==> src/rtl/mem_stage_pkg.sv <==
// Shared pipeline definitions for the memory-access stage and the stages next to it.
// Holds the stage FSM encoding, the default widths and the MEM/WB bundle.
package mem_stage_pkg;

    localparam int DW_DEF = 16;
    localparam int RW_DEF = 3;
    localparam int CNT_W  = 16;

    localparam logic [CNT_W-1:0] STALL_CNT_MAX = {CNT_W{1'b1}};

    typedef enum logic [1:0] {
        ST_IDLE = 2'd0,
        ST_BUSY = 2'd1,
        ST_DONE = 2'd2
    } mem_state_e;

    // MEM/WB bundle at the default widths, shared with the writeback stage.
    typedef struct packed {
        logic [DW_DEF-1:0] data;
        logic [RW_DEF-1:0] dest;
        logic              en;
    } mem_wb_t;

    function automatic logic [CNT_W-1:0] sat_inc(input logic [CNT_W-1:0] v);
        return (v == STALL_CNT_MAX) ? v : v + 1'b1;
    endfunction

endpackage

==> src/rtl/mem_wb_reg.sv <==
// MEM/WB pipeline register: loads the next bundle every cycle, or an all-zero bubble.
// Asynchronous active-low clear.
module mem_wb_reg
    import mem_stage_pkg::*;
#(
    parameter int DW = DW_DEF,
    parameter int RW = RW_DEF
) (
    input  logic          clk,
    input  logic          rst_n,
    input  logic          bubble_i,
    input  logic [DW-1:0] data_i,
    input  logic [RW-1:0] dest_i,
    input  logic          en_i,
    output logic [DW-1:0] data_o,
    output logic [RW-1:0] dest_o,
    output logic          en_o
);

    typedef struct packed {
        logic [DW-1:0] data;
        logic [RW-1:0] dest;
        logic          en;
    } wb_bundle_t;

    wb_bundle_t wb_d;
    wb_bundle_t wb_q;

    // A bubble clears the whole bundle, not just en, so a dead slot reads as zero.
    always_comb begin
        wb_d = '{data: data_i, dest: dest_i, en: en_i};
        if (bubble_i) begin
            wb_d = '0;
        end
    end

    always_ff @(posedge clk or negedge rst_n) begin
        if (!rst_n) begin
            wb_q <= '0;
        end else begin
            wb_q <= wb_d;
        end
    end

    assign data_o = wb_q.data;
    assign dest_o = wb_q.dest;
    assign en_o   = wb_q.en;

endmodule

==> src/rtl/mem_stage.sv <==
// Memory-access stage: issues loads/stores over a req/ack handshake, stalls upstream
// while an access is outstanding, and feeds the MEM/WB register.
module mem_stage
    import mem_stage_pkg::*;
#(
    parameter int DW = DW_DEF,
    parameter int RW = RW_DEF
) (
    input  logic             clk,
    input  logic             rst,
    input  logic [DW-1:0]    ex_alu_res,
    input  logic [DW-1:0]    ex_store_data,
    input  logic [RW-1:0]    ex_op_dest,
    input  logic             ex_mem_write_en,
    input  logic             ex_wb_mux,
    input  logic             ex_wb_en,
    output logic             dmem_req,
    output logic             dmem_we,
    output logic [DW-1:0]    dmem_addr,
    output logic [DW-1:0]    dmem_wdata,
    input  logic [DW-1:0]    dmem_rdata,
    input  logic             dmem_ack,
    output logic             mem_stall,
    output logic [DW-1:0]    mem_wb_data,
    output logic [RW-1:0]    mem_wb_dest,
    output logic             mem_wb_en,
    output logic [CNT_W-1:0] stall_cnt
);

    mem_state_e state_q, state_d;

    logic [DW-1:0]    addr_q;
    logic [DW-1:0]    wdata_q;
    logic             we_q;
    logic [RW-1:0]    dest_q;
    logic             wb_en_q;
    logic             wb_mux_q;
    logic [CNT_W-1:0] cnt_q, cnt_d;

    logic          is_mem_op;
    logic          hold_load;
    logic          wb_bubble;
    logic [DW-1:0] wb_data;
    logic [RW-1:0] wb_dest;
    logic          wb_en;

    assign is_mem_op = ex_mem_write_en | ex_wb_mux;

    // Gated by rst so the stall drops the instant reset asserts, even with a
    // memory op still sitting on the EX/MEM inputs.
    assign mem_stall = rst & ((state_q == ST_BUSY) ||
                              ((state_q == ST_IDLE) && is_mem_op));

    // NOTE: every signal assigned in this block gets a default first; a path that
    // leaves one unassigned would infer a latch.
    always_comb begin
        state_d   = state_q;
        hold_load = 1'b0;
        wb_bubble = 1'b1;
        wb_data   = '0;
        wb_dest   = '0;
        wb_en     = 1'b0;

        case (state_q)
            ST_IDLE: begin
                if (is_mem_op) begin
                    hold_load = 1'b1;
                    state_d   = ST_BUSY;
                end else begin
                    wb_bubble = 1'b0;
                    wb_data   = ex_alu_res;
                    wb_dest   = ex_op_dest;
                    wb_en     = ex_wb_en;
                end
            end
            ST_BUSY: begin
                if (dmem_ack) begin
                    wb_bubble = 1'b0;
                    // A store with wb_mux also set still writes back its address.
                    wb_data   = (wb_mux_q && !we_q) ? dmem_rdata : addr_q;
                    wb_dest   = dest_q;
                    wb_en     = wb_en_q;
                    state_d   = ST_DONE;
                end
            end
            ST_DONE: begin
                // EX/MEM still shows the completed op here; it must not re-issue.
                state_d = ST_IDLE;
            end
            default: begin
                state_d = ST_IDLE;
            end
        endcase
    end

    assign cnt_d = mem_stall ? sat_inc(cnt_q) : cnt_q;

    // NOTE: non-blocking assignments here so every register samples the values
    // from before the edge, independent of statement order.
    always_ff @(posedge clk or negedge rst) begin
        if (!rst) begin
            state_q  <= ST_IDLE;
            addr_q   <= '0;
            wdata_q  <= '0;
            we_q     <= 1'b0;
            dest_q   <= '0;
            wb_en_q  <= 1'b0;
            wb_mux_q <= 1'b0;
            cnt_q    <= '0;
        end else begin
            state_q <= state_d;
            cnt_q   <= cnt_d;
            if (hold_load) begin
                addr_q   <= ex_alu_res;
                wdata_q  <= ex_store_data;
                we_q     <= ex_mem_write_en;
                dest_q   <= ex_op_dest;
                wb_en_q  <= ex_wb_en;
                wb_mux_q <= ex_wb_mux;
            end
        end
    end

    // Request fields come straight from the hold registers, so they stay stable
    // for the whole BUSY stretch regardless of what EX/MEM does.
    assign dmem_req   = (state_q == ST_BUSY);
    assign dmem_we    = dmem_req & we_q;
    assign dmem_addr  = addr_q;
    assign dmem_wdata = wdata_q;
    assign stall_cnt  = cnt_q;

    mem_wb_reg #(
        .DW (DW),
        .RW (RW)
    ) u_mem_wb_reg (
        .clk      (clk),
        .rst_n    (rst),
        .bubble_i (wb_bubble),
        .data_i   (wb_data),
        .dest_i   (wb_dest),
        .en_i     (wb_en),
        .data_o   (mem_wb_data),
        .dest_o   (mem_wb_dest),
        .en_o     (mem_wb_en)
    );

endmodule

==> config.mk <==
export PLATFORM = sky130hd
export DESIGN_NAME = mem_stage
export DESIGN_NICKNAME = d
export VERILOG_FILES = /design/src/rtl/mem_stage_pkg.sv /design/src/rtl/mem_wb_reg.sv /design/src/rtl/mem_stage.sv
export SDC_FILE = /design/constraint.sdc
export NUM_CORES = 1
export LEC_CHECK = 0
export CAP_MARGIN = 5
export CORE_UTILIZATION = 30
export CTS_CLUSTER_SIZE = 20
export DETAILED_ROUTE_END_ITERATION = 10
export PLACE_DENSITY = 0.57
export RECOVER_POWER = 100
export SLEW_MARGIN = 25
export SYNTH_ARGS = -nofsm -noshare
export SYNTH_HDL_FRONTEND = slang
export SYNTH_HIERARCHICAL = 1
export SYNTH_SLANG_ARGS = --single-unit
==> constraint.sdc <==
create_clock -name clk -period 2.1 [get_ports clk]
set_input_delay 0.42 -clock clk [delete_from_list [all_inputs] [get_ports clk]]
set_output_delay 0.42 -clock clk [all_outputs]
set_load 0.03 [all_outputs]
# Word level (Yosys, flattened, before mapping)
# Cells that the tools add are included.
# word_totals
mem_bits_rw,0
inputBits,57
wordCells,45
memories,0
latchBits,0
output_inout_bits,71
regBits,76
romBits,0
# classes
n_mux,18
n_shift,0
n_div,0
addsub,1
bitwise_logic,4
n_lt_le_gt_ge,0
n_reduce_logical,7
n_eq_ne,4
n_mul,0
# op_table
operator,count
$mux W16,3
$pmux W16 S2,1
$mux W20,1
$add A16 B1 Y16 const B,1
$eq A16 B16 Y1 const B,1
$mux W3,2
$pmux W3 S2,1
$mux W1,5
$mux W2,2
$pmux W1 S2,2
$pmux W2 S2,1
$reduce_and A2 Y1,2
$and A1 B1 Y1,2
$eq A2 B1 Y1 const B,1
$logic_and A1 B1 Y1,2
$logic_not A2 Y1,1
$ne A2 B1 Y1 const B,1
$ne A2 B2 Y1 const B,1
$logic_not A1 Y1,1
$logic_or A1 B1 Y1,1
$not A1 Y1,1
$or A1 B1 Y1,1

# Depth between registers and ports, before layout
# Gate-level depths: netlist of run 1.
# depth
word_depth,6
ltp_mapped,7
mapped_depth_nobuf,5

# By module
# Netlist of run 1, hierarchy kept.
# by_module_without_submodules
module,seq_area_each_um2,cells_per_inst,n_inst,area_each_um2
mem_stage,1401.3,230,1,2687.6
mem_wb_reg,500.5,42,1,718.2

# Least setup slack after synthesis of run 1
# Ideal clock, no wire load.
# synth_path
kind,register to register
from,"register cnt_q[0], in the netlist stall_cnt[0]"
to,"register cnt_q[1], in the netlist stall_cnt[1]"
path_buffers,0
period_less_slack_ns,1.868
setup_time_ns,0.128
path_stages_with_launch,6
setup_slack_ns,0.232
arrival_ns,1.740
required_time_ns,1.972
cell_sequence,dfrtp_1 > ha_1 > nand4_1 > nor4_4 > nor2_1 > mux2_1
# synth_between
elab_chain_len,3
word_cells_on_any_way,4
cone_classes,add/sub (1); eq/ne (1); bitwise (1); reduce/logical (1)
# synth_rtl
element,line,rtl
"start, declared",mem_stage.sv:38,"logic [CNT_W-1:0] cnt_q, cnt_d;"
"start signal, assigned",mem_stage.sv:112,cnt_q <= cnt_d;
"parallel branches: the longest is 3 deep, another holds $add A16 B1 Y16",-,
# Parallel ways; which one is timed is not known.
# A chain may end at the register's enable or synchronous reset.

# Worst setup path after layout of run 1
# layout_path
from,input ex_mem_write_en
to,output mem_stall
# layout_between
elab_chain_len,4
# layout_rtl
element,line,rtl
"start, declared",mem_stage.sv:14,"input logic ex_mem_write_en,"
$or A1 B1 Y1,mem_stage.sv:47,assign is_mem_op = ex_mem_write_en | ex_wb_mux;
$logic_and A1 B1 Y1,mem_stage.sv:52,((state_q == ST_IDLE) && is_mem_op));
$logic_or A1 B1 Y1,mem_stage.sv:51,assign mem_stall = rst & ((state_q == ST_BUSY) ||
$and A1 B1 Y1,mem_stage.sv:51,
"end, declared",mem_stage.sv:23,"output logic mem_stall,"
# No other way between the ends.

==> reports/qor.txt, run 1 <==
Reg2Reg Depth = 5
CTS buffer count = 9
Worst setup path endpoint = mem_stall
All-Layer GR Usage = 0.156
# port buffers = 127
Initial Util = 0.311
WS Path Type = in2out
FF+latch count, synth = 76
Diodes inserted = 0
Pwr Total = 7.41 mW
Worst EP required = 1.68 ns
Average size of a mapped cell = 12.5 um^2
Chip Width = 109 um
Die Area = 11,800 um^2
Max Cap Viol = 0
Unique cell type count in the Yosys netlist = 34
Worst rel slew slack = 0.338
Critical R2R Launch = stall_cnt[0]
Number of synthesized flops with an enable pin = 0
Root Buffer = clkbuf_16
Reg-to-reg endpoint = stall_cnt[1]
Core Region = 10,900 um^2
Crit path launch = ex_mem_write_en
Initial antenna violation count = 0
Area taken by multi-input logic gates = 1430 um^2
Post-synth top area cell = dfrtp_1
Mapped cell area = 3410 um^2
DRT iter0 DRCs = 58
Yosys Warn Count = 6
Largest net degree at the start of global routing = 72
Commonest non-fill, non-tap cells in the layout = 76 x dfrtp_1, 69 x dlygate4sd3_1, 55 x clkdlybuf4s50_1, 36 x mux2_2, 29 x nand2_1
Synth Instances = 272
Setup WS post-layout = 0.0739 ns
P_int = 4.57 mW
Num ports = 128
Gpl congestion = 0.771
Layout area overhead = 52.7%
Final Skew = 0.00914 ns
Synth async-reset ratio = 1.00
Power density over the cells = 1430 nW/um^2
Register area share after synthesis = 0.558
CTS tree = yes
Reg area = 1900 um^2
Least-Margin Pin Slew = 0.993 ns
Setup Slack @ Placement = -0.116 ns
Family with the most delay on the worst path = buffers and inverters
Max Transition Viols Final = 0
Prevailing post-synth register cell = dfrtp_1
CP Capture Type = primary output
Vias/cell = 4.67
Clk sinks = 76
Worst-skew pair later-pin latency = 0.33 ns
Std-Cell Rows = 38
Wire per inst = 15.2 um
Worst EP arrival = 1.61 ns
Maximum VDD drop = 578 uV
Post-Syn Nets = 330
Remaining Overflow, GRT = 0
Die height = 109 um
Clock Pin Slew Worst Setup and Hold Paths = 0.05 ns
DP HPWL = 5.69 mm
Max stage delay on crit path = 0.48 ns
Fin crit period = 2.03 ns
R2r setup slk = 0.24 ns
Type of origin of the critical path = input port
First-pass GRT wire length = 13.9 mm
Residual DRC count = 0
Clock share of power = 0.222
FILL cells = 1,041
Sw power = 2.84 mW
DR pass1 iterations = 4
Crit share post-route = 0.965
Ranking of synthesized cells by area = dfrtp_1 56%, mux2_2 12%, mux2i_1 4.7%, nor2b_2 4.1%, xor2_1 3.3%
WL final = 8.48 mm
Sequential share of power = 0.315
Crit. path cell count = 5
CP cell instances = clkdlybuf4s50_1, nor3_1, or3b_4, inv_2, buf_6
Run status = completed
Final ANT Viol Nets = 0
HP Start = wb_mux_q
Switch share = 0.383
RSZ-0062 raised after global routing = false
Critical Path Fanout Max = 6
Layout cell share with drive strength beyond 1 = 0.209
CP Buf/Inv Count = 3
Combinational share of power = 0.463
H-tree Lvls = 3
Worst hold path type = reg2reg
Commonest non-fill, non-tap cell in the layout = dfrtp_1
Final hold violations = 0
Nets = 471
Fmax = 494 MHz
Share of the synthesized area in the top cell type = 0.558
Number of global-route vias before repair = 2,723
Max Root-Sink Buffers = 2
Final setup fails = 0
Leak = 2.32 nW
Slowest stage cell on the critical path = clkdlybuf4s50_1
Vias = 2,600
DP Area = 4910 um^2
Design area = 5200 um^2
==> layer usage <==
metal,global-route usage,vias to the layer above,part of all wire
li1,-,1233,-
met1,0.187,1272,0.43
met2,0.255,88,0.47
met3,0.0621,7,0.090
met4,0.0492,0,0.0079
met5,0,-,0
==> flip-flops by register name (all words and copies together), names as in the netlist <==
| name | flops |
|---|---|
| u_mem_wb_reg/en_o | 1 |
| wb_mux_q | 1 |
| wb_en_q | 1 |
| u_mem_wb_reg/dest_o | 3 |
| stall_cnt | 16 |
| dmem_wdata | 16 |
| u_mem_wb_reg/data_o | 16 |
| we_q | 1 |
| dmem_addr | 16 |
| dest_q | 3 |
| state_q | 2 |
==> cell usage after synthesis (2+ instances only) <==
cell,n
nor2_1,4
nor4b_1,2
dfrtp_1,76
o21ai_0,16
a22o_1,4
nor3_1,5
xor2_1,13
nor4_1,8
clkbuf_1,4
buf_2,6
nor2b_2,16
inv_1,3
nand4_1,6
mux2i_1,16
nand3_1,4
mux2_2,36
nand2_1,29
and2_1,2
mux2_1,2
buf_6,3
nor2b_4,4
==> power by group through the flow <==
| stage | registers (mW) | logic (mW) | clock network, mW |
|---|---|---|---|
| floorplan | 3.23 | 1.33 | 0 |
| global placement | 2.37 | 3.70 | 0 |
| CTS | 2.37 | 3.72 | 1.71 |
| finish | 2.34 | 3.43 | 1.64 |
| detailed placement | 2.38 | 3.72 | 0 |
| global route | 2.42 | 3.68 | 1.77 |
==> worst min-delay path, stage by stage, from the launching register on <==
cell	delay, ns
dfrtp_1	0.34
nand2_1	0.05
nand2_1	0.06
==> area by class of cell <==
class	count	area share
multi-input cells	180	0.274
flip-flops and latches	76	0.366
well taps	140	0.0337
clock buffers	11	0.0467
repair buffers	143	0.263
inverters	3	0.00217
clock inverters	4	0.0142
==> how the worst min path moves through the flow <==
stage	endpoint	depth (start not counted)
2_1_floorplan	dest_q[0]	0
3_3_place_gp	stall_cnt[2]	1
3_5_place_dp	stall_cnt[2]	1
4_1_cts	u_mem_wb_reg/dest_o[0]	2
5_1_grt	dmem_wdata[0]	1
6_report	wb_mux_q	2
==> logic make-up after synthesis <==
kind of cell               count (synthesis)  share of synthesized area
muxes                                     54                      0.173
adders and majority gates                  1                    0.00367
and+or+nand+nor                           88                      0.162
AOI/OAI and AO/OA                         23                     0.0404
xor gates and xnor gates                  14                     0.0360
buffers and inverters                     16                     0.0264
DFF                                       76                      0.558
==> stage by stage <==
step / hold WS [ns] / utilization / TNS [ns] / cells
2_1_floorplan: 0.124 / - / 0 / 272
3_3_place_gp: 0.233 / 0.449 / -0.506 / 539
3_5_place_dp: 0.235 / 0.449 / -0.845 / 539
4_1_cts: 0.401 / 0.478 / 0 / 554
5_1_grt: 0.517 / 0.476 / 0 / 557
6_report: 0.484 / 0.476 / 0 / 557
==> repair_timing <==
action / CTS / global route
resized for setup: 4 / 1
buffers inserted: 0 / 3
hold buffers: 1 / 0
pin swaps: 0 / 1
endpoints found under the setup margin: 3 / 1
hold endpoints to repair: 5 / 0
Power figures use the tool's default switching activity.
==> run 2: changes to the inputs <==
Settings changed: ABC_CLOCK_PERIOD_IN_PS from default to 2100, GPL_ROUTABILITY_DRIVEN from default to 0.
==> results of run 2 <==
No change in the layout: final DEF, timing and power equal those of run 1.
==> run 3: changes to the inputs <==
Settings changed: CAP_MARGIN 5 to default.
==> results of run 3 <==
No change in the layout: final DEF, timing and power equal those of run 1.
